[config.mk]
export PLATFORM = sky130hd
export DESIGN_NAME = alu_op_sequencer
export DESIGN_NICKNAME = d
export VERILOG_FILES = /design/src/rtl/alu_op_sequencer.sv
export SDC_FILE = /design/constraint.sdc
export NUM_CORES = 1
export LEC_CHECK = 0
export CORE_ASPECT_RATIO = 0.5
export CORE_MARGIN = 2
export CORE_UTILIZATION = 48
export DETAILED_ROUTE_END_ITERATION = 16
export GPL_TIMING_DRIVEN = 0
export PLACE_DENSITY = 0.82
export SLEW_MARGIN = 20
export SYNTH_ARGS = -nofsm -noshare
export SYNTH_HDL_FRONTEND = slang
export SYNTH_SLANG_ARGS = --single-unit
export TNS_END_PERCENT = 10
[constraint.sdc]
create_clock -name clk -period 10.6 [get_ports clk]
set_input_delay 2.12 -clock clk [delete_from_list [all_inputs] [get_ports clk]]
set_output_delay 2.12 -clock clk [all_outputs]
set_load 0.02 [all_outputs]
[src/rtl/alu_op_sequencer.sv]
// Multi-cycle sequencer in front of the 32-bit ALU: narrow ops in one pass, 64-bit ADD/SUB as two chained passes.
// Define ALU_SEQ_BYPASS_EN to allow a new request to be accepted in the same cycle a response is taken.
module alu_op_sequencer #(
  parameter logic [3:0] FLAG_RST = 4'b0000,
  parameter logic [3:0] OP_ADD   = 4'd4,
  parameter logic [3:0] OP_SUB   = 4'd7,
  parameter logic [3:0] OP_ADC   = 4'd8,
  parameter logic [3:0] OP_SBC   = 4'd9
) (
  input  logic        clk,
  input  logic        rst,
  input  logic        req_valid,
  output logic        req_ready,
  input  logic [0:3]  req_op,
  input  logic        req_wide,
  input  logic        req_s,
  input  logic [0:31] req_a_lo,
  input  logic [0:31] req_b_lo,
  input  logic [0:31] req_a_hi,
  input  logic [0:31] req_b_hi,
  output logic [0:3]  alu_op,
  output logic [0:31] alu_a,
  output logic [0:31] alu_b,
  output logic        alu_cin,
  input  logic [0:31] alu_o,
  input  logic        alu_n,
  input  logic        alu_z,
  input  logic        alu_v,
  input  logic        alu_cout,
  output logic        rsp_valid,
  input  logic        rsp_ready,
  output logic [0:31] rsp_lo,
  output logic [0:31] rsp_hi,
  output logic        rsp_err,
  output logic        flag_n,
  output logic        flag_z,
  output logic        flag_c,
  output logic        flag_v
);

  typedef enum logic [1:0] {IDLE, EXEC_LO, EXEC_HI, RESP} state_t;

  state_t      state;
  logic        wide_q, err_q, sub_q, s_q, lo_z_q;
  logic [0:31] a_hi_q, b_hi_q;
  logic        accept, wide_ok;

`ifdef ALU_SEQ_BYPASS_EN
  assign req_ready = (state == IDLE) || ((state == RESP) && rsp_ready);
`else
  assign req_ready = (state == IDLE);
`endif

  assign accept  = req_valid && req_ready;
  assign wide_ok = req_wide && ((req_op == OP_ADD) || (req_op == OP_SUB));

  always_ff @(posedge clk or posedge rst) begin
    if (rst) begin
      state     <= IDLE;
      wide_q    <= 1'b0;
      err_q     <= 1'b0;
      sub_q     <= 1'b0;
      s_q       <= 1'b0;
      lo_z_q    <= 1'b0;
      a_hi_q    <= '0;
      b_hi_q    <= '0;
      alu_op    <= '0;
      alu_a     <= '0;
      alu_b     <= '0;
      alu_cin   <= 1'b0;
      rsp_valid <= 1'b0;
      rsp_lo    <= '0;
      rsp_hi    <= '0;
      rsp_err   <= 1'b0;
      flag_n    <= FLAG_RST[3];
      flag_z    <= FLAG_RST[2];
      flag_c    <= FLAG_RST[1];
      flag_v    <= FLAG_RST[0];
    end else begin
      case (state)
        IDLE: begin
        end
        EXEC_LO: begin
          rsp_lo <= alu_o;
          if (wide_q) begin
            // Low-pass carry/borrow feeds the high pass directly.
            lo_z_q  <= alu_z;
            alu_a   <= a_hi_q;
            alu_b   <= b_hi_q;
            alu_op  <= sub_q ? OP_SBC : OP_ADC;
            alu_cin <= alu_cout;
            state   <= EXEC_HI;
          end else begin
            rsp_hi    <= '0;
            rsp_err   <= err_q;
            rsp_valid <= 1'b1;
            state     <= RESP;
            if (s_q && !err_q) begin
              flag_n <= alu_n;
              flag_z <= alu_z;
              flag_c <= alu_cout;
              flag_v <= alu_v;
            end
          end
        end
        EXEC_HI: begin
          rsp_hi    <= alu_o;
          rsp_err   <= 1'b0;
          rsp_valid <= 1'b1;
          state     <= RESP;
          if (s_q) begin
            flag_n <= alu_n;
            flag_z <= lo_z_q && alu_z;
            flag_c <= alu_cout;
            flag_v <= alu_v;
          end
        end
        RESP: begin
          if (rsp_ready) begin
            rsp_valid <= 1'b0;
            state     <= IDLE;
          end
        end
        default: state <= IDLE;
      endcase

      // A new request overrides the RESP->IDLE return when bypass is enabled.
      if (accept) begin
        state   <= EXEC_LO;
        wide_q  <= wide_ok;
        err_q   <= req_wide && !wide_ok;
        sub_q   <= (req_op == OP_SUB);
        s_q     <= req_s;
        a_hi_q  <= req_a_hi;
        b_hi_q  <= req_b_hi;
        alu_a   <= req_a_lo;
        alu_b   <= req_b_lo;
        alu_op  <= req_op;
        alu_cin <= wide_ok ? 1'b0 : flag_c;
      end
    end
  end

endmodule

# After elaboration in Yosys (flattened, before gate mapping)
# Cells that the tools add are included.
# totals
inputBits	174
wordCells	91
output_inout_bits	140
regBits	210
# classes
n_reduce_logical	20
eq_ne	10
n_mux	41
# ops
cell	n
$mux 32	7
$pmux 32 s2	1
$mux 1	21
$mux 4	3
$pmux 1 s2	5
$eq 4x3->1 const B	2
$ne 2x2->1 const B	4
$reduce_and 2->1	4
$pmux 2 s3	1
$reduce_bool 2->1	3
$logic_and 1x1->1	5
$eq 2x2->1 const B	2
$mux 2	2
$reduce_and 4->1	1
$reduce_bool 4->1	1
$ne 3x3->1 const B	1
$pmux 1 s3	1
$reduce_and 3->1	1
$reduce_bool 3->1	1
$eq 2x1->1 const B	1
$logic_not 1->1	2
$logic_not 2->1	1
$logic_or 1x1->1	1

# Depth between registers and ports, before layout
# depth
depth_word	5
ltp_mapped	8
mapped_depth_nobuf	5

# Worst setup path before layout
# OpenSTA, ideal clock, no wires.
# synth_timing
kind	register to output
startpoint	register state[1]
endpoint	output req_ready
stages_incl_launch_ff	3
t_required_ns	8.480
arrival_time_ns	0.838
path_slack_ns	7.642
n_path_buf	0
path_cell_list	dfrtp_1 > inv_1 > ha_1
# synth_between
elab_chain_cells	1
# synth_rtl
element	line	source
from (decl)	43	state_t state;
from (signal assigned)	59	state <= IDLE;
from (signal assigned)	92	state <= EXEC_HI;
from (signal assigned)	97	state <= RESP;
$logic_not 2->1	51	assign req_ready = (state == IDLE);
to (decl)	13	output logic req_ready,
# Every way passes these cells.

# Worst setup path after layout
# Same ends and word-level chain as after synthesis.

==> impl_metrics.env <==
export IMPL_cp_slowest_cell="clkdlybuf4s50_1"
export IMPL_ys_types=31
export IMPL_dp_hpwl_um=17700
export IMPL_drv_cap=0
export IMPL_cts_root_buffer="clkbuf_16"
export IMPL_setup_ws_ps=6490
export IMPL_fin_crit_ps=4110
export IMPL_post_route_period_util_pct=38.8
export IMPL_row_count=34
export IMPL_hold_depth=2
export IMPL_crit_path_end="req_ready"
export IMPL_viasPerCell=5.05
export IMPL_status="complete, no violations"
export IMPL_grt_total_usage_pct=25.6
export IMPL_synth_seq_cells=210
export IMPL_ant_nets=0
export IMPL_cts_sinks=210
export IMPL_async_reset_ff_share_pct=100
export IMPL_path_class="reg -> out"
export IMPL_hold_viol=0
export IMPL_drv_slew=0
export IMPL_yosysMostFrequentCell="nand2_1"
export IMPL_crit_arrival_ps=1990
export IMPL_ys_flop_type="dfrtp_1"
export IMPL_cts_setup_buffers=0
export IMPL_grt_max_degree=107
export IMPL_crit_reg2reg_capture="state[0]"
export IMPL_port_buffers=313
export IMPL_seq_area_frac_synth_pct=61.0
export IMPL_grt_antenna_before_repair=0
export IMPL_drc=0
export IMPL_path_clk_slew_ps=60
export IMPL_synthTopCellsByCount="nand2_1, dfrtp_1, o21ai_1"
export IMPL_utilization_pct=72.8
export IMPL_wl_per_cell_um=17.7
export IMPL_grt_pass1_vias=7253
export IMPL_h_tree_depth=1
export IMPL_drive_gt1_share_pct=6.26
export IMPL_core_area_um2=17500
export IMPL_gp_congestion=0.829
export IMPL_drt_initial_drc_count=244
export IMPL_finalSetupTns_ps=0
export IMPL_slowest_delay_ps=660
export IMPL_leakage_nw=5.71
export IMPL_yosysTopAreaCell="dfrtp_1"
export IMPL_end_kind="output pin"
export IMPL_clkLatencyLatePin_ps=490
export IMPL_fmax_ghz=0.243
export IMPL_synthToLayoutAreaGrowth_pct=47.7
export IMPL_postSynthAreaPerCell_um2=11.2
export IMPL_irDropWorstVdd_v=0.000205
export IMPL_postCtsResizedCells=0
export IMPL_min_from="b_hi_q[29]"
export IMPL_synth_area_leaders="dfrtp_1, nand2_1, mux2i_1, mux2_1, o21ai_1"
export IMPL_worstSetupStartpoint="state[1]"
export IMPL_cts_tree="yes"
export IMPL_first_pass_iters=4
export IMPL_reg2reg_depth=5
export IMPL_power_density_nw_per_um2=303
export IMPL_syn_nets=949
export IMPL_crit_chain="inv_1 -> ha_1 -> clkdlybuf4s50_1"
export IMPL_die_w_um=193
export IMPL_dieHeight_um=98.7
export IMPL_holdBufCountCts=0
export IMPL_io_pins=314
export IMPL_finalClockSkew_ps=11.1
export IMPL_setup_viol=0
export IMPL_fillers=1255
export IMPL_worst_endpoint_required_ps=8480
export IMPL_r2r_setup_slack_ps=8540
export IMPL_synth_cells=770
export IMPL_cts_buffers=20
export IMPL_die_area_um2=19100
export IMPL_synth_top_area_share_pct=61.0
export IMPL_worstPathMaxFanout=5
export IMPL_cp_start_kind="register"
export IMPL_r2r_start="state[0]"
export IMPL_globalRouteOverflowTotal=0
export IMPL_slew_headroom_pct=61.4
export IMPL_nets=1286
export IMPL_rsz0062_at_grt="no"
export IMPL_grt_pass1_wl_um=38900
export IMPL_worstHoldPathType="reg -> reg"
export IMPL_cts_buffer_depth=3
export IMPL_worst_pin_slew_ps=579
export IMPL_start_util_pct=49.3
export IMPL_mappedNetlistArea_um2=8620
export IMPL_yosys_warnings=0
export IMPL_num_vias=6828
export IMPL_wl_um=23900
export IMPL_synth_edf_count=0
export IMPL_diodes=0
export IMPL_place_ws_ps=6780
[how the worst min path moves through the flow]
stage | endpoint | slack (ps)
final | b_hi_q[29] | 460
after global routing | rsp_lo[0] | 490
after detailed placement | b_hi_q[23] | 460
after floorplan | a_hi_q[0] | 440
after global placement | b_hi_q[11] | 450
after CTS | b_hi_q[23] | 470
[report_power, final]
part | switching (mW) | total, mW | internal, mW
registers | 0.209 | 1.39 | 1.18
logic | 0.937 | 1.78 | 0.844
clock network | 0.293 | 0.689 | 0.396
[layout by cell type (no fill, tap or decap), drive strengths merged, types with 5 or more instances in the layout]
cell type      count
dfrtp            210
a22o              36
nand2            266
mux2i             67
inv                7
o21ai             74
buf               36
clkdlybuf4s50    313
mux2              37
clkbuf            45
ha                 5
[stage by stage]
step                total power, mW  std cells  cell area [um2]  hold slack [ps]
finish                         3.86       1352            12700              464
global route                   4.10       1352            12700              493
CTS                            3.90       1352            12700              469
detailed placement             3.19       1319            12100              455
global placement               3.12       1317            12000              449
floorplan                      2.36        770             8620              438
[flip-flops by register name (all words and copies together), names as in the netlist, 2 cells and up]
register  cells
a_hi_q       32
rsp_lo       32
alu_b        32
alu_a        32
rsp_hi       32
alu_op        4
state         2
b_hi_q       32
[worst max-delay path, delay by kind of cell (launching register included)]
family / cells / cell delay, ps
fa+ha+maj: 1 / 280
buf+inv: 2 / 800
flops: 1 / 430
[cell type report]
type	instances	area [um2]	area share, %
sequential	210	5260	41.3
timing repair buffer	315	3190	25.1
multi-input combinational	506	2990	23.5
clock buffer	32	617	4.85
buffer	47	349	2.74
tap	234	293	2.30
inverter	7	33.8	0.265
clock inverter	1	5.00	0.0393
[layer usage]
metal | track usage [%] | share of wire (%) | up-vias
li1 | - | - | 3250
met1 | 33.2 | 43 | 3333
met2 | 44.6 | 50 | 198
met3 | 4.18 | 4.1 | 47
met4 | 7.99 | 2.8 | 0
met5 | 0 | 0 | -
[cells by family (layout without fill, tap and decap cells)]
kind of cell | count (synthesis) | after routing | share of synthesized area [%]
adder cells (fa/ha/maj) | 5 | 5 | 0.726
buffers and inverters | 54 | 402 | 4.36
XOR/XNOR | 1 | 1 | 0.102
AND/OR/NAND/NOR | 278 | 278 | 12.4
flip-flops | 210 | 210 | 61.0
AO/OA/AOI/OAI | 118 | 118 | 8.79
multiplexers | 104 | 104 | 12.6
Power figures use the tool's default switching activity.
